## src/rtl/txrx_arq_ctrl.sv

```systemverilog
// txrx_arq_ctrl: per-LT_ADDR ARQN/SEQN/FLOW scheduler for the ACL payload buffers
module txrx_arq_ctrl #(
    parameter int NLT = 8,
    parameter int FTW = 16
) (
    input  logic           clk_6M,
    input  logic           rstz,
    input  logic           connsactive,
    input  logic           ms_tslot_p,
    input  logic           dec_hdr_endp,
    input  logic           dec_hecgood,
    input  logic [2:0]     dec_lt_addr,
    input  logic           dec_arqn,
    input  logic           dec_flow,
    input  logic           dec_seqn,
    input  logic           pktype_data,
    input  logic           dec_crc_endp,
    input  logic           dec_crcgood,
    input  logic           regi_aclrxbufempty,
    input  logic           tx_packet_st_p,
    input  logic [2:0]     tx_lt_addr,
    input  logic           tx_pktype_data,
    input  logic           regi_txdatready,
    input  logic [FTW-1:0] regi_flushto,
    input  logic           regi_ltinit_p,
    input  logic [2:0]     regi_ltsel,
    output logic           sendnewpy,
    output logic           tx_seqn,
    output logic           tx_arqn,
    output logic           tx_flow,
    output logic           rxpy_accept_p,
    output logic           rxpy_dup_p,
    output logic           newpy_int_p,
    output logic           flush_p
);
    typedef enum logic {IDLE, WAITCRC} state_t;
    state_t         r_state, w_state;
    logic [NLT-1:0] r_txseqn, r_lastrxseqn, r_outstanding, r_flow_go, r_rxarqn;
    logic [NLT-1:0] w_txseqn, w_lastrxseqn, w_outstanding, w_flow_go, w_rxarqn;
    logic [FTW-1:0] r_flush_cnt, w_flush_cnt;
    logic [FTW:0]   w_cnt_inc;
    logic [2:0]     r_flush_lt, w_flush_lt, r_rx_lt, w_rx_lt;
    logic           r_rxpy_accept_p, r_rxpy_dup_p, r_newpy_int_p, r_flush_p;
    logic           w_hdr, w_ack, w_flush, w_crc_done, w_new, w_accept, w_dup;

    assign sendnewpy     = !r_outstanding[tx_lt_addr] & regi_txdatready & r_flow_go[tx_lt_addr] & tx_pktype_data;
    assign tx_seqn       = r_txseqn[tx_lt_addr];
    assign tx_arqn       = r_rxarqn[tx_lt_addr];
    assign tx_flow       = regi_aclrxbufempty;
    assign rxpy_accept_p = r_rxpy_accept_p;
    assign rxpy_dup_p    = r_rxpy_dup_p;
    assign newpy_int_p   = r_newpy_int_p;
    assign flush_p       = r_flush_p;

    assign w_hdr      = dec_hdr_endp & dec_hecgood & connsactive;
    assign w_ack      = w_hdr & dec_arqn & r_outstanding[dec_lt_addr];
    assign w_cnt_inc  = {1'b0, r_flush_cnt} + 1'b1;
    // an ACK landing on the flush slot beats the timeout
    assign w_flush    = ms_tslot_p & r_outstanding[r_flush_lt] & (w_cnt_inc == {1'b0, regi_flushto})
                        & !(w_ack & (dec_lt_addr == r_flush_lt));
    assign w_crc_done = (r_state == WAITCRC) & dec_crc_endp & connsactive & !dec_hdr_endp;
    assign w_new      = dec_seqn != r_lastrxseqn[r_rx_lt];
    assign w_accept   = w_crc_done & dec_crcgood & w_new & regi_aclrxbufempty;
    assign w_dup      = w_crc_done & dec_crcgood & !w_new;

    always_comb begin
        w_state      = r_state;
        w_rx_lt      = r_rx_lt;
        w_txseqn     = r_txseqn;
        w_lastrxseqn = r_lastrxseqn;
        w_outstanding = r_outstanding;
        w_flow_go    = r_flow_go;
        w_rxarqn     = r_rxarqn;
        w_flush_cnt  = r_flush_cnt;
        w_flush_lt   = r_flush_lt;
        if (ms_tslot_p & r_outstanding[r_flush_lt] & (regi_flushto != '0) & (r_flush_cnt != '1))
            w_flush_cnt = w_cnt_inc[FTW-1:0];
        if (tx_packet_st_p) begin
            w_rxarqn[tx_lt_addr] = 1'b0;
            if (sendnewpy) begin
                w_outstanding[tx_lt_addr] = 1'b1;
                w_flush_lt  = tx_lt_addr;
                w_flush_cnt = '0;
            end
        end
        if (w_hdr)
            w_flow_go[dec_lt_addr] = dec_flow;
        if (w_ack) begin
            w_outstanding[dec_lt_addr] = 1'b0;
            w_txseqn[dec_lt_addr] = !r_txseqn[dec_lt_addr];
            w_flush_cnt = (dec_lt_addr == r_flush_lt) ? '0 : w_flush_cnt;
        end
        if (w_flush) begin
            w_outstanding[r_flush_lt] = 1'b0;
            w_txseqn[r_flush_lt] = !r_txseqn[r_flush_lt];
            w_flush_cnt = '0;
        end
        if (!connsactive)
            w_state = IDLE;
        else if (r_state == IDLE) begin
            if (w_hdr & pktype_data) begin
                w_state = WAITCRC;
                w_rx_lt = dec_lt_addr;
            end
        end else if (dec_hdr_endp | dec_crc_endp)
            w_state = IDLE;
        if (w_crc_done) begin
            w_rxarqn[r_rx_lt] = dec_crcgood & (!w_new | regi_aclrxbufempty);
            w_lastrxseqn[r_rx_lt] = w_accept ? dec_seqn : r_lastrxseqn[r_rx_lt];
        end
        if (regi_ltinit_p) begin
            w_txseqn[regi_ltsel]      = 1'b1;
            w_lastrxseqn[regi_ltsel]  = 1'b0;
            w_outstanding[regi_ltsel] = 1'b0;
            w_flow_go[regi_ltsel]     = 1'b1;
            w_rxarqn[regi_ltsel]      = 1'b0;
        end
    end

    always_ff @(posedge clk_6M or negedge rstz) begin
        if (!rstz) begin
            r_state         <= IDLE;
            r_rx_lt         <= '0;
            r_txseqn        <= '1;
            r_lastrxseqn    <= '0;
            r_outstanding   <= '0;
            r_flow_go       <= '1;
            r_rxarqn        <= '0;
            r_flush_cnt     <= '0;
            r_flush_lt      <= '0;
            r_rxpy_accept_p <= 1'b0;
            r_rxpy_dup_p    <= 1'b0;
            r_newpy_int_p   <= 1'b0;
            r_flush_p       <= 1'b0;
        end else begin
            r_state         <= w_state;
            r_rx_lt         <= w_rx_lt;
            r_txseqn        <= w_txseqn;
            r_lastrxseqn    <= w_lastrxseqn;
            r_outstanding   <= w_outstanding;
            r_flow_go       <= w_flow_go;
            r_rxarqn        <= w_rxarqn;
            r_flush_cnt     <= w_flush_cnt;
            r_flush_lt      <= w_flush_lt;
            r_rxpy_accept_p <= w_accept;
            r_rxpy_dup_p    <= w_dup;
            r_newpy_int_p   <= w_ack;
            r_flush_p       <= w_flush;
        end
    end
endmodule
```

## config.mk

```make
export PLATFORM = sky130hd
export DESIGN_NAME = txrx_arq_ctrl
export DESIGN_NICKNAME = d
export VERILOG_FILES = /design/src/rtl/txrx_arq_ctrl.sv
export SDC_FILE = /design/constraint.sdc
export NUM_CORES = 1
export LEC_CHECK = 0
export ABC_AREA = 1
export CORE_ASPECT_RATIO = 2
export CORE_MARGIN = 2
export CORE_UTILIZATION = 45
export CTS_CLUSTER_SIZE = 12
export DETAILED_ROUTE_END_ITERATION = 10
export PLACE_DENSITY = 0.68
export SLEW_MARGIN = 10
export SYNTH_ARGS = -nofsm -noshare
export SYNTH_HDL_FRONTEND = slang
export SYNTH_SLANG_ARGS = --single-unit
```

## constraint.sdc

```tcl
create_clock -name clk_6M -period 1.9 [get_ports clk_6M]
set_clock_uncertainty 0.05 [all_clocks]
set_input_delay 0.475 -clock clk_6M [delete_from_list [all_inputs] [get_ports clk_6M]]
set_output_delay 0.475 -clock clk_6M [all_outputs]
set_load 0.05 [all_outputs]
```

## Yosys cells after proc, flatten, opt, wreduce, memory -nomap -nowiden

Cells that the tools add are included.

| operators by class | value |
|---|---|
| $add $sub $neg | 1 |
| reductions and logical operators | 14 |
| magnitude comparators | 10 |
| equal/unequal tests | 4 |
| bitwise logic cells | 38 |
| multiplexer cells | 59 |

Operators by type and width:

| cell | number |
|---|---|
| $mux 8 | 15 |
| $mux 16 | 6 |
| $and 8x8->8 | 6 |
| $bwmux 8 | 5 |
| $not 8->8 | 4 |
| $bmux 1 s3 | 9 |
| $or 8x8->8 | 3 |
| $and 1x1->1 | 22 |
| $lt 3x4->1 const B | 5 |
| $mux 1 | 19 |
| $add 16x1->17 const B | 1 |
| $eq 17x16->1 | 1 |
| $ne 16x16->1 const B | 1 |
| $reduce_bool 16->1 | 1 |
| $demux 1 s3 | 5 |
| $ge 3x1->1 const B | 5 |
| $logic_not 1->1 | 6 |
| $logic_and 1x1->1 | 5 |
| $eq 3x3->1 | 1 |
| $reduce_and 3->1 | 1 |
| $or 1x1->1 | 2 |
| $reduce_and 2->1 | 1 |
| $ne 1x1->1 | 1 |
| $not 1->1 | 1 |

| storage, ports and cells | value |
|---|---|
| word-level logic and storage cells | 139 |
| input bits | 42 |
| output and inout bits | 8 |
| register bits after elaboration | 67 |

## Depth between registers and ports, before layout

Gate-level depths: netlist of the first run.

| logic depth | value |
|---|---|
| word-level depth | 14 |
| depth in mapped cells | 15 |
| gate-level depth less buffers | 14 |

## Worst setup path after synthesis of the first run

Ideal clock, no wire load.

| timing path | value |
|---|---|
| kind | input port to flip-flop |
| start point | input tx_lt_addr[0] |
| end point | register r_flush_cnt[14] |
| data required time | 1.729 ns |
| stages | 9 |
| path buffers | 2 |
| library setup time | 0.121 ns |
| slack | -0.620 ns |
| data arrival time | 2.349 ns |
| path through | buf_2 > inv_2 > nor2_1 > a211oi_2 > and2_1 > nand2_1 > nand3_4 > buf_6 > nor2_1 |

| between the ends | value |
|---|---|
| cells in the longest elaborated chain, start to end | 11 |
| elaborated cells between the ends (all ways) | 13 |
| classes of those cells | mux: 9; bitwise: 3; reduce/logical: 1 |

RTL lines:

| what | line | source |
|---|---|---|
| start, declared | 21 | `input logic [2:0] tx_lt_addr,` |
| $bmux 1 s3 | 46 | `assign sendnewpy = !r_outstanding[tx_lt_addr] & regi_txdatready & r_flow_go[tx_lt_addr] & tx_pktype_data;` |
| $mux 1 (implied by the code) | 46 |  |
| $logic_not 1->1 | 46 |  |
| $and 1x1->1 | 46 |  |
| $and 1x1->1 (*) (2 in series) | 46 |  |
| via sendnewpy | 27 | `output logic sendnewpy,` |
| $mux 16 (*) | 80 | `if (sendnewpy) begin` |
| $mux 16 (*) | 78 | `if (tx_packet_st_p) begin` |
| $mux 16 | 91 | `w_flush_cnt = (dec_lt_addr == r_flush_lt) ? '0 : w_flush_cnt;` |
| $mux 16 (*) | 88 | `if (w_ack) begin` |
| $mux 16 (*) | 93 | `if (w_flush) begin` |
| via w_flush_cnt[14] | 40 | `logic [FTW-1:0] r_flush_cnt, w_flush_cnt;` |
| end signal, assigned | 143 | `r_flush_cnt <= w_flush_cnt;` |
| end, declared | 40 |  |

The timed path passes the listed nets; every way through them passes the cells marked *. The select of a mux whose other input is x is not followed.
A chain may end at the register's enable or synchronous reset.

## Worst setup path in the final report of the first run

| timing path | value |
|---|---|
| start point | register r_flush_cnt[0] |
| end point | register r_flush_cnt[11] |

| between the ends | value |
|---|---|
| cells in the longest elaborated chain, start to end | 8 |
| elaborated cells between the ends (all ways) | 12 |
| classes of those cells | add/sub: 1; eq/ne: 2; mux: 6; bitwise: 3 |

RTL lines:

| what | line |
|---|---|
| branches (longest 7 deep; another with $add 16x1->17) | -- |
| $mux 16 (*) | 93 |
| via w_flush_cnt[11] | 40 |

Mark *: on every way through the listed nets, which the timed path passes.

==> results of run 1 <==
[synth_stat cells, types with 2 or more instances]
| library cell | number | area (µm²) |
|---|---|---|
| sky130_fd_sc_hd__a21boi_0 | 3 | 22.5 |
| sky130_fd_sc_hd__a21oi_1 | 32 | 160 |
| sky130_fd_sc_hd__a221oi_1 | 2 | 17.5 |
| sky130_fd_sc_hd__a22oi_1 | 4 | 30.0 |
| sky130_fd_sc_hd__buf_2 | 5 | 25.0 |
| sky130_fd_sc_hd__buf_4 | 2 | 15.0 |
| sky130_fd_sc_hd__clkbuf_1 | 5 | 18.8 |
| sky130_fd_sc_hd__clkbuf_2 | 2 | 10.0 |
| sky130_fd_sc_hd__dfrtp_1 | 51 | 1280 |
| sky130_fd_sc_hd__dfstp_2 | 16 | 420 |
| sky130_fd_sc_hd__inv_1 | 124 | 465 |
| sky130_fd_sc_hd__nand2_1 | 168 | 631 |
| sky130_fd_sc_hd__nand2_2 | 3 | 18.8 |
| sky130_fd_sc_hd__nand3_1 | 94 | 470 |
| sky130_fd_sc_hd__nand3b_1 | 4 | 30.0 |
| sky130_fd_sc_hd__nand4_1 | 36 | 225 |
| sky130_fd_sc_hd__nor2_1 | 90 | 338 |
| sky130_fd_sc_hd__nor2_2 | 3 | 18.8 |
| sky130_fd_sc_hd__nor2_4 | 3 | 33.8 |
| sky130_fd_sc_hd__nor3_1 | 8 | 40.0 |
| sky130_fd_sc_hd__nor4_1 | 5 | 31.3 |
| sky130_fd_sc_hd__o211ai_1 | 5 | 37.5 |
| sky130_fd_sc_hd__o21ai_0 | 43 | 215 |
| sky130_fd_sc_hd__o21bai_1 | 3 | 22.5 |
| sky130_fd_sc_hd__o22ai_1 | 7 | 43.8 |
| sky130_fd_sc_hd__or2_2 | 2 | 12.5 |
| sky130_fd_sc_hd__xnor2_1 | 2 | 17.5 |
| sky130_fd_sc_hd__xor2_1 | 5 | 43.8 |
[timing repair]
item / 4_1_cts / 5_1_grt
resized for setup: 66 / 119
gates cloned: 1 / 2
buffers inserted: 12 / 7
pin swaps: 14 / 30
setup endpoints to repair: 57 / 55
[how the worst min path moves through the flow]
stage	end	slack, ps	depth (start not counted)
6_report	r_flush_cnt[3]	100	2
5_1_grt	r_flush_cnt[1]	150	2
3_5_place_dp	r_flow_go[5]	440	2
2_1_floorplan	flush_p	130	0
3_3_place_gp	r_flow_go[3]	430	2
4_1_cts	r_flush_cnt[1]	120	2
[through the flow]
step,utilization (%),instances,power [mW]
after global routing,75.6,1110,8.36
after global placement,64.9,1073,5.42
after floorplan,-,741,3.73
after detailed placement,64.9,1073,5.53
after CTS,70.3,1101,7.43
final,75.6,1110,7.92
[layer usage]
layer,part of all wire (%),up-vias
li1,-,2904
met1,30,2867
met2,55,256
met3,3.8,120
met4,12,0
met5,0,-
[worst max-delay path: cells and delay by family (launching register included)]
family        cells  cell delay [ps]
flops             1              410
simple gates     13             1270
buf+inv           3              440
[registers in the layout, summed over array words and instances (netlist names)]
name and count:
newpy_int_p 1, flush_p 1, r_lastrxseqn 8, r_rx_lt 3
r_flush_lt 3, r_flush_cnt 16, rxpy_accept_p 1, r_rxarqn 8
r_txseqn 8, r_flow_go 8, rxpy_dup_p 1, r_outstanding 8
r_state 1
[power by group]
group          leakage [nW]  total [mW]  internal [mW]  switching, mW
combinational          3.00        4.05           1.90           2.15
sequential            0.816        2.14           1.77          0.367
clock                 0.142        1.73           1.03          0.703
[kinds of logic after synthesis]
family / Yosys count / share of synthesized area (%)
AO/OA/AOI/OAI: 104 / 12.3
XOR/XNOR: 8 / 1.73
adder cells (fa/ha/maj): 1 / 0.259
buffers and inverters: 140 / 11.4
flip-flops: 67 / 35.1
AND/OR/NAND/NOR: 421 / 39.3
[area by class of cell]
| cell class | instances | area [µm²] |
|---|---|---|
| clock buffer | 9 | 225 |
| clock inverter | 7 | 76.3 |
| fill | 828 | 2560 |
| inverter | 125 | 492 |
| multi-input combinational | 535 | 3170 |
| sequential | 67 | 1700 |
| tap | 137 | 171 |
| timing repair buffer | 230 | 2080 |
==> Implementation_results.wiki, run 1 <==
{| class="wikitable"
! Metric !! Value
|-
| Number of global-route vias before repair || 6256
|-
| DRC violation count after routing || 0
|-
| Gpl congestion || about 0.96
|-
| Clock insertion delay at the later pin of the skew report || around 340 ps
|-
| Iter 0 DRT Violations || between 300 and 400
|-
| Area delta synth->final || 63.9%
|-
| Global route total overflow || 0
|-
| GRT met3 Usage || 4.08%
|-
| Outcome || complete, but fails checks
|-
| Yosys reg bits || 67
|-
| Met1 track demand over resource in global routing || 28.4%
|-
| Number of different library cells in the post-synthesis netlist || 42
|-
| Required time at the endpoint of the critical path || 2070 ps
|-
| Post-Route Hold Slack || just over 100 ps
|-
| Antenna Violating Nets Remaining || 0
|-
| Quantity of I/O buffers inserted on ports || between 40 and 50
|-
| Setup slack after layout || -390 ps
|-
| Dpl cell area || about 6800 µm²
|-
| Routed wirelength normalized by instance count || around 18 µm
|-
| Final number of max-transition violations || 0
|-
| Part of the cycle the worst path needs || 121%
|-
| CTS tree || built
|-
| Die height || 151 µm
|-
| Setup crit start kind || flop
|-
| FF-to-FF path depth || 16
|-
| Core area || about 10000 µm²
|-
| Post-Place Setup Slack || -696 ps
|-
| Worst flop-to-flop path startpoint || r_flush_cnt[0]
|-
| Quantity of hold-fixing buffers added after cts || 0
|-
| Max stage delay on crit path || 410 ps
|-
| Failing checks || setup timing
|-
| Critical Path Source || r_flush_cnt[0]
|-
| Reg2Reg Setup Slack || -390 ps
|-
| Proportion of synthesized flip-flops having asynchronous set or reset || 100%
|-
| Arrival time of the worst setup path || roughly 2500 ps
|-
| Max Clock Freq || 437 MHz
|-
| Critical Path Most Common Cell || sky130_fd_sc_hd__nand2_1
|-
| Antenna cell count || 0
|-
| Net count of the mapped netlist || 784
|-
| Number of H-tree levels || 3
|-
| Total Neg Setup Slack || -11860 ps
|-
| Cell area power density || ~1000 nW/µm²
|-
| Area of the die || 11600 µm²
|-
| Setup violators final || 36
|-
| Leading cell type in the layout, fill and taps excluded || sky130_fd_sc_hd__buf_4
|-
| Sequential share of the synthesized area || 35.1%
|-
| Mean number of vias per cell || ~5.5
|-
| Clock slew at the register clock pins of the worst setup and hold paths || roughly 60 ps
|-
| Capturing point of the worst reg2reg path || r_flush_cnt[11]
|-
| Total wirelength of the detailed-routed design || just over 20000 µm
|-
| Global-route usage over all layers || approximately a third
|-
| Start-to-end type of the worst setup path || reg -> reg
|-
| Capture point of the worst path || r_flush_cnt[11]
|-
| Maximum resistive drop on vdd || 0.000654 V
|-
| Total number of vias || just over 6000
|-
| Kind of path behind the tightest hold check || in -> async
|-
| Warnings from Yosys || 0
|-
| Number of top-level design ports || 50
|-
| Hold Violations, Final || 0
|-
| Global-route wire length before repair || between 30000 and 40000 µm
|-
| Leakage power || roughly 4 nW
|-
| Die Width || 77.3 µm
|-
| Kind of end point of the critical path || flop
|-
| Number of antenna violations at the first check in global routing || 0
|-
| Root buffer selected by CTS || sky130_fd_sc_hd__clkbuf_16
|-
| Bufs on Longest Clock Path || 2
|-
| Initial standard-cell utilization of the core || 46.1%
|-
| Shortest clock period the worst path allows after layout || around 2300 ps
|-
| Final HPWL from detailed placement || approximately 15000 µm
|-
| Number of rows created at floorplan || 53
|-
| Summed instance area of the synthesized netlist || approximately 4800 µm²
|-
| Avg Inst Size Synth || approximately 6.5 µm²
|-
| Post-synth top flop || sky130_fd_sc_hd__dfrtp_1
|-
| CTS buffer count || 9
|-
| Num Clock Sinks || between 60 and 70
|-
| Reported max-cap violation count || 0
|-
| Grt peak-use layer || met2
|-
| TritonRoute pass-1 iters || 5
|-
| EDFF count, synth || 0
|-
| Nets || around 1000
|-
| Top fanout value on the critical path || 8
|-
| Pin count of the biggest net entering global routing || around 70
|-
| Commonest cells after routing, fill and taps aside || sky130_fd_sc_hd__buf_4 (165), sky130_fd_sc_hd__nand2_1 (139), sky130_fd_sc_hd__inv_1 (105)
|-
| List of cells traversed by the critical path || buf_4 > nand2_1 > nor2_4 > buf_6 > nand3_1 > nand2_1 > nand2_1 > nand2_1 > nand2_1 > nor2_1 > nand2_1 > nor2_4 > buf_12 > nand2_4 > nand3_4 > nor2_1
|-
| Worst path slowest cell || sky130_fd_sc_hd__dfrtp_1
|-
| Worst-case headroom to the max-slew limit || 51.2%
|-
| Area of all placed cells without fillers || 7920 µm²
|-
| Met2 demand-to-capacity share in global routing || 66.6%
|-
| Setup repair after global routing missed its margin || yes
|-
| Transition time at the pin with the least slew margin || 730 ps
|-
| Layout cell share with drive strength beyond 1 || between 30% and 40%
|-
| Gate count of the mapped netlist || ~740
|}
No activity file was read; power rests on OpenSTA's default activity.
==> run 2, diff against run 1 <==
GPL_TIMING_DRIVEN = 0   (was not set)
==> run 2 against run 1 <==
  * The run still ends with setup timing left
  * Sequential power about the same
  * Clock-buffer cell count increased by 2
  * First-iteration DRC count increased by 17%
  * Sequential cell count unchanged
  * Critical path depth decreased by 3
  * Sequential share of layout area increased by 3.7 points
  * Non-clock buffer count decreased by 133
  * Fmax decreased by 1.5%
  * Worst setup slack got worse by 34 ps
  * Final cell count decreased by 12%
  * Critical endpoint is now r_flush_cnt[6]
  * Global-route usage decreased by 1.9 points
  * Clock power about the same
==> Implementation_results.wiki, run 2 (same netlist as run 1, synthesis figures left out) <==
{| class="wikitable"
! Metric !! Value
|-
| Outcome || complete, but fails checks (unchanged)
|-
| Failing checks || setup timing (unchanged)
|-
| Capturing point of the worst reg2reg path || r_flush_cnt[6] (was r_flush_cnt[11])
|-
| Root buffer selected by CTS || sky130_fd_sc_hd__clkbuf_16 (unchanged)
|-
| Kind of path behind the tightest hold check || in -> reg (was in -> async)
|-
| Power consumption || 6.95 mW (was 7.92 mW)
|-
| Core area || 10500 µm² (unchanged)
|-
| Int Power || 4.03 mW (was 4.70 mW)
|-
| Setup violators final || 35 (was 36)
|-
| Number of H-tree levels || 3 (unchanged)
|-
| Number of flip-flops under the largest register name || 16 (unchanged)
|-
| Kind of end point of the critical path || flop (unchanged)
|-
| Reg2Reg Setup Slack || -420 ps (was -390 ps)
|-
| Bufs on Longest Clock Path || 2 (unchanged)
|-
| Post-Route Hold Slack || 431 ps (was 101 ps)
|-
| Maximum resistive drop on vdd || 0.000772 V (was 0.000654 V)
|-
| Pin count of the biggest net entering global routing || 48 (was 68)
|-
| Top fanout value on the critical path || 8 (unchanged)
|-
| Final HPWL from detailed placement || 14200 µm (was 15400 µm)
|-
| Quantity of I/O buffers inserted on ports || 44 (was 49)
|-
| Register with the most flip-flops || r_flush_cnt (unchanged)
|-
| Area of all placed cells without fillers || 6740 µm² (was 7920 µm²)
|-
| Layout cell share with drive strength beyond 1 || 24.9% (was 37.1%)
|-
| Part of the cycle the worst path needs || 122% (was 121%)
|-
| Proportion of power drawn by flip-flops and latches || 30.7% (was 27.0%)
|-
| Arrival time of the worst setup path || 2540 ps (was 2460 ps)
|-
| Shortest clock period the worst path allows after layout || 2320 ps (was 2290 ps)
|-
| Leading cell type in the layout, fill and taps excluded || sky130_fd_sc_hd__nand2_1 (was sky130_fd_sc_hd__buf_4)
|-
| Mean number of vias per cell || 5.68 (was 5.54)
|-
| Clock slew at the register clock pins of the worst setup and hold paths || 50 ps (was 60 ps)
|-
| Num Clock Sinks || 67 (unchanged)
|-
| Die height || 151 µm (unchanged)
|-
| Number of top-level design ports || 50 (unchanged)
|-
| Dpl cell area || 5580 µm² (was 6800 µm²)
|-
| TritonRoute pass-1 iters || 5 (unchanged)
|-
| Cell area power density || 1030 nW/µm² (was 1000 nW/µm²)
|-
| Global-route wire length before repair || 28100 µm (was 30100 µm)
|-
| Comb power frac || 44.4% (was 51.2%)
|-
| Total Neg Setup Slack || -12450 ps (was -11860 ps)
|-
| Antenna Violating Nets Remaining || 0 (unchanged)
|-
| Area delta synth->final || 39.6% (was 63.9%)
|-
| Number of rows created at floorplan || 53 (unchanged)
|-
| Routed wirelength normalized by instance count || 19.3 µm (was 18.2 µm)
|-
| Number of antenna violations at the first check in global routing || 0 (unchanged)
|-
| Launch instance of the worst min-delay path || tx_lt_addr[2]
|-
| Total wirelength of the detailed-routed design || 18800 µm (was 20200 µm)
|-
| Setup slack after layout || -424 ps (was -390 ps)
|-
| Global-route usage over all layers || 32.5% (was 34.3%)
|-
| Initial standard-cell utilization of the core || 46.1% (unchanged)
|-
| Setup repair after global routing missed its margin || yes (unchanged)
|-
| Start-to-end type of the worst setup path || reg -> reg (unchanged)
|-
| Area of the die || 11600 µm² (unchanged)
|-
| FF-to-FF path depth || 13 (was 16)
|-
| Share of power burned in the clock network || 24.9% (was 21.8%)
|-
| Reported max-cap violation count || 0 (unchanged)
|-
| Hold Violations, Final || 0 (unchanged)
|-
| Worst-case headroom to the max-slew limit || 45.6% (was 51.2%)
|-
| Global route total overflow || 0 (unchanged)
|-
| Number of global-route vias before repair || 5556 (was 6256)
|-
| Clock insertion delay at the later pin of the skew report || 340 ps (about the same)
|-
| Antenna cell count || 0 (unchanged)
|-
| Transition time at the pin with the least slew margin || 810 ps (was 730 ps)
|-
| Max Clock Freq || 430 MHz (was 437 MHz)
|-
| Required time at the endpoint of the critical path || 2110 ps (was 2070 ps)
|-
| Final core utilization || 64.4% (was 75.6%)
|-
| End point of the worst hold path || r_flush_lt[2]
|-
| Leakage power || 3.23 nW (was 3.96 nW)
|-
| Iter 0 DRT Violations || 379 (was 323)
|-
| Setup crit start kind || flop (unchanged)
|-
| Total number of vias || 5540 (was 6147)
|-
| Switching part of the total power || 42.0% (was 40.7%)
|-
| Gpl congestion || 0.989 (was 0.957)
|-
| Commonest cells after routing, fill and taps aside || sky130_fd_sc_hd__nand2_1 (146), sky130_fd_sc_hd__inv_1 (111), sky130_fd_sc_hd__nand3_1 (78) (was sky130_fd_sc_hd__buf_4 (165), sky130_fd_sc_hd__nand2_1 (139), sky130_fd_sc_hd__inv_1 (105))
|-
| CTS tree || built (unchanged)
|-
| Final number of max-transition violations || 0 (unchanged)
|-
| Hold Crit Depth || 3
|-
| Switching component of the power || 2.92 mW (was 3.22 mW)
|-
| Die Width || 77.3 µm (unchanged)
|-
| Worst flop-to-flop path startpoint || r_flush_cnt[0] (unchanged)
|-
| Nets || 877 (was 1011)
|-
| DRC violation count after routing || 0 (unchanged)
|-
| CTS buffer count || 9 (unchanged)
|}
==> run 2: final cells by class <==
cell class / instances / area (µm²)
multi-input cells: 534 / 3080
inverters: 125 / 502
flip-flops and latches: 67 / 1700
repair buffers: 82 / 872
fillers: 986 / 3730
plain buffers: 15 / 115
clock inverters: 4 / 50.0
clock buffers: 11 / 253
well taps: 137 / 171
==> run 2: worst max path at each step <==
stage	start	to	slack (ps)	depth (start not counted)
CTS	r_flush_cnt[1]	r_txseqn[0]	-430	15
floorplan	r_flush_cnt[1]	r_flush_cnt[14]	-100	15
finish	r_flush_cnt[0]	r_flush_cnt[6]	-420	13
global placement	rstz	newpy_int_p	-2030	1
detailed placement	tx_lt_addr[2]	sendnewpy	-1600	7
global route	r_flush_cnt[0]	r_flush_cnt[6]	-520	13
==> run 2: worst max-delay path, stage by stage, from the launching register on <==
cell,delay [ps]
sky130_fd_sc_hd__dfrtp_1,350
sky130_fd_sc_hd__buf_4,160
sky130_fd_sc_hd__nand2_1,100
sky130_fd_sc_hd__nor2_4,230
sky130_fd_sc_hd__nand2_4,110
sky130_fd_sc_hd__nor2_1,180
sky130_fd_sc_hd__xnor3_1,280
sky130_fd_sc_hd__nand2_1,130
sky130_fd_sc_hd__nor2_4,50
sky130_fd_sc_hd__buf_12,140
sky130_fd_sc_hd__nand2_2,80
sky130_fd_sc_hd__nand3_4,110
sky130_fd_sc_hd__buf_6,170
sky130_fd_sc_hd__nor2_1,110
==> run 2: layer usage <==
layer	global-route usage [%]	vias up	part of all wire, %
met2	63.5	205	56
met3	5.28	90	3.5
met4	29.2	0	9.0
met1	26.6	2617	31
li1	-	2628	-
met5	0	-	0
==> run 2: what timing repair did <==
item                                    4_1_cts  5_1_grt
buffers inserted                             23       10
hold buffers                                  1        0
gates cloned                                  2        1
pin swaps                                    26       32
gates resized for setup                     118       80
endpoints found under the setup margin       68       54
hold endpoints to repair                     14        0
==> run 2: metrics by stage <==
| stage | instances | setup slack, ps |
|---|---|---|
| floorplan | 741 | -101 |
| global placement | 922 | -2030 |
| detailed placement | 923 | -1600 |
| CTS | 964 | -433 |
| global route | 975 | -516 |
| finish | 975 | -424 |
==> run 2: power by group through the flow <==
stage               logic [mW]  clock network, mW  registers (mW)
finish                    3.09               1.73            2.14
global route              3.40               1.80            2.17
CTS                       2.68               1.73            2.08
detailed placement        2.39                  0            2.11
global placement          2.33                  0            2.10
floorplan                 1.72                  0            2.01
==> run 3, diff against run 2 <==
CTS_BUF_LIST = sky130_fd_sc_hd__clkbuf_4   (was not set)
CTS_CLUSTER_DIAMETER = 30   (was not set)
==> run 3 against run 2 <==
  * The run still ends with setup timing left
  * Non-clock buffer count shrank 2
  * Final cell count shrank 0.10%
  * Total power shrank 14%
  * Register-to-register slack lost 20 ps
  * Core utilization shrank 2.6 points
  * Design area shrank 4.0%
  * Worst setup slack lost 19 ps
  * Clock-buffer cell count shrank 2
  * Clock power shrank 46%
  * Largest power group unchanged
==> Implementation_results.wiki, run 3 (same netlist as run 1, synthesis figures left out) <==
{| class="wikitable"
! Metric !! Value
|-
| Post-Place Setup Slack || -1600 ps (unchanged)
|-
| Failing checks || setup timing (unchanged)
|-
| Part of the cycle the worst path needs || 123% (was 122%)
|-
| Int Power || 3.25 mW (was 4.03 mW)
|-
| Cell area power density || 926 nW/µm² (was 1030 nW/µm²)
|-
| Power consumption || 6.00 mW (was 6.95 mW)
|-
| Initial standard-cell utilization of the core || 46.1% (unchanged)
|-
| DRC violation count after routing || 0 (unchanged)
|-
| Shortest clock period the worst path allows after layout || 2340 ps (was 2320 ps)
|-
| Global-route usage over all layers || 32.3% (was 32.5%)
|-
| Total Neg Setup Slack || -13250 ps (was -12450 ps)
|-
| Area of all placed cells without fillers || 6470 µm² (was 6740 µm²)
|-
| Clock insertion delay at the later pin of the skew report || 440 ps (was 340 ps)
|-
| Number of global-route vias before repair || 5547 (was 5556)
|-
| Number of rows created at floorplan || 53 (unchanged)
|-
| Reported max-cap violation count || 0 (unchanged)
|-
| Number of flip-flops under the largest register name || 16 (unchanged)
|-
| CTS buffer count || 9 (unchanged)
|-
| Leakage power || 3.11 nW (was 3.23 nW)
|-
| Maximum resistive drop on vdd || 0.000530 V (was 0.000772 V)
|-
| Iter 0 DRT Violations || 313 (was 379)
|-
| Dpl cell area || 5580 µm² (unchanged)
|-
| Root buffer selected by CTS || sky130_fd_sc_hd__clkbuf_4 (was sky130_fd_sc_hd__clkbuf_16)
|-
| Switching component of the power || 2.75 mW (was 2.92 mW)
|-
| Max Clock Freq || 427 MHz (was 430 MHz)
|-
| Final core utilization || 61.8% (was 64.4%)
|-
| Worst-case headroom to the max-slew limit || 47.5% (was 45.6%)
|-
| Total wirelength of the detailed-routed design || 18600 µm (was 18800 µm)
|-
| Global-route wire length before repair || 28100 µm (about the same)
|-
| Hold Violations, Final || 0 (unchanged)
|-
| Top fanout value on the critical path || 2 (was 8)
|-
| Area delta synth->final || 33.9% (was 39.6%)
|-
| Setup crit start kind || flop (unchanged)
|-
| Core area || 10500 µm² (unchanged)
|-
| Pin count of the biggest net entering global routing || 48 (unchanged)
|-
| Antenna Violating Nets Remaining || 0 (unchanged)
|-
| Non-filler cells, final || 974 (was 975)
|-
| Number of top-level design ports || 50 (unchanged)
|-
| Nets || 875 (was 877)
|-
| Number of H-tree levels || 3 (unchanged)
|-
| Arrival time of the worst setup path || 1820 ps (was 2540 ps)
|-
| Register with the most flip-flops || r_flush_cnt (unchanged)
|-
| Kind of end point of the critical path || output port (was flop)
|-
| Final number of max-transition violations || 0 (unchanged)
|-
| Global route total overflow || 0 (unchanged)
|-
| Die Width || 77.3 µm (unchanged)
|-
| Mean number of vias per cell || 5.70 (was 5.68)
|-
| Comb power frac || 48.8% (was 44.4%)
|-
| Area of the die || 11600 µm² (unchanged)
|-
| Required time at the endpoint of the critical path || 1370 ps (was 2110 ps)
|-
| Post-Route Hold Slack || 340 ps (was 431 ps)
|-
| Total number of vias || 5547 (was 5540)
|-
| Start-to-end type of the worst setup path || reg -> out (was reg -> reg)
|-
| TritonRoute pass-1 iters || 8 (was 5)
|-
| Routed wirelength normalized by instance count || 19.1 µm (was 19.3 µm)
|-
| Share of power burned in the clock network || 15.5% (was 24.9%)
|-
| Setup slack after layout || -443 ps (was -424 ps)
|-
| Num Clock Sinks || 67 (unchanged)
|-
| CTS tree || built (unchanged)
|-
| Bufs on Longest Clock Path || 2 (unchanged)
|-
| Quantity of I/O buffers inserted on ports || 44 (unchanged)
|-
| Kind of path behind the tightest hold check || in -> reg (unchanged)
|-
| Clock slew at the register clock pins of the worst setup and hold paths || 110 ps (was 50 ps)
|-
| Setup repair after global routing missed its margin || yes (unchanged)
|-
| Number of placed cells counting well taps || 923 (unchanged)
|-
| Proportion of power drawn by flip-flops and latches || 35.7% (was 30.7%)
|-
| Outcome || complete, but fails checks (unchanged)
|-
| Number of antenna violations at the first check in global routing || 1 (was 0)
|-
| Setup violators final || 37 (was 35)
|-
| Switching part of the total power || 45.8% (was 42.0%)
|-
| Layout cell share with drive strength beyond 1 || 23.3% (was 24.9%)
|-
| Final HPWL from detailed placement || 14200 µm (unchanged)
|-
| Gpl congestion || 0.989 (unchanged)
|-
| Transition time at the pin with the least slew margin || 784 ps (was 810 ps)
|-
| Die height || 151 µm (unchanged)
|-
| Commonest cells after routing, fill and taps aside || sky130_fd_sc_hd__nand2_1 (148), sky130_fd_sc_hd__inv_1 (110), sky130_fd_sc_hd__nor2_1 (80) (was sky130_fd_sc_hd__nand2_1 (146), sky130_fd_sc_hd__inv_1 (111), sky130_fd_sc_hd__nand3_1 (78))
|-
| Leading cell type in the layout, fill and taps excluded || sky130_fd_sc_hd__nand2_1 (unchanged)
|}
-- run 3: worst max-delay path: stages, from the launching register on --
cell,delay [ps]
sky130_fd_sc_hd__dfstp_2,580
sky130_fd_sc_hd__nand3_2,90
sky130_fd_sc_hd__nand3b_1,110
sky130_fd_sc_hd__nand4_1,140
sky130_fd_sc_hd__a21oi_4,150
sky130_fd_sc_hd__and2_4,170
sky130_fd_sc_hd__buf_8,140
-- run 3: cell type report --
| class | instances | area [µm²] |
|---|---|---|
| tap | 137 | 171 |
| buffer | 15 | 119 |
| multi-input combinational | 534 | 3040 |
| inverter | 125 | 489 |
| fill | 1022 | 4010 |
| clock buffer | 9 | 67.6 |
| clock inverter | 6 | 57.6 |
| antenna | 1 | 2.50 |
| timing repair buffer | 80 | 818 |
| sequential | 67 | 1700 |
-- run 3: what timing repair did --
action | CTS | global route
buffers inserted | 20 | 11
pin swaps | 18 | 28
setup endpoints to repair | 60 | 62
resized for setup | 100 | 78
hold endpoints to repair | 14 | 0
gates cloned | 2 | 1
hold buffers | 1 | 0
-- run 3: metal layers --
metal  vias up  track usage, %  wire [µm]
met4         0            29.8       1840
met2       221            63.0      10400
met1      2584            27.5       5710
li1       2639               -          -
met3       103            3.66        696
met5         -               0          0
-- run 3: worst paths after layout --
kind                                 from          endpoint  slack (ps)  depth (start not counted)
max                          r_flow_go[6]         sendnewpy        -440                          6
max in group asynchronous            rstz      r_flow_go[0]         770                          3
min                         tx_lt_addr[2]     r_flush_lt[2]         340                          3
max reg2reg                r_flush_cnt[1]  r_outstanding[6]        -440                         16
min reg2reg                  r_flow_go[7]      r_flow_go[7]         460                          2
min in group asynchronous            rstz    r_flush_cnt[0]         420                          2
-- run 3: power by group through the flow --
stage / logic, mW / registers, mW / clock network (mW)
after CTS: 2.66 / 2.08 / 0.946
after global placement: 2.33 / 2.10 / 0
after global routing: 3.25 / 2.18 / 1.01
final: 2.93 / 2.14 / 0.928
after floorplan: 1.72 / 2.01 / 0
after detailed placement: 2.39 / 2.11 / 0
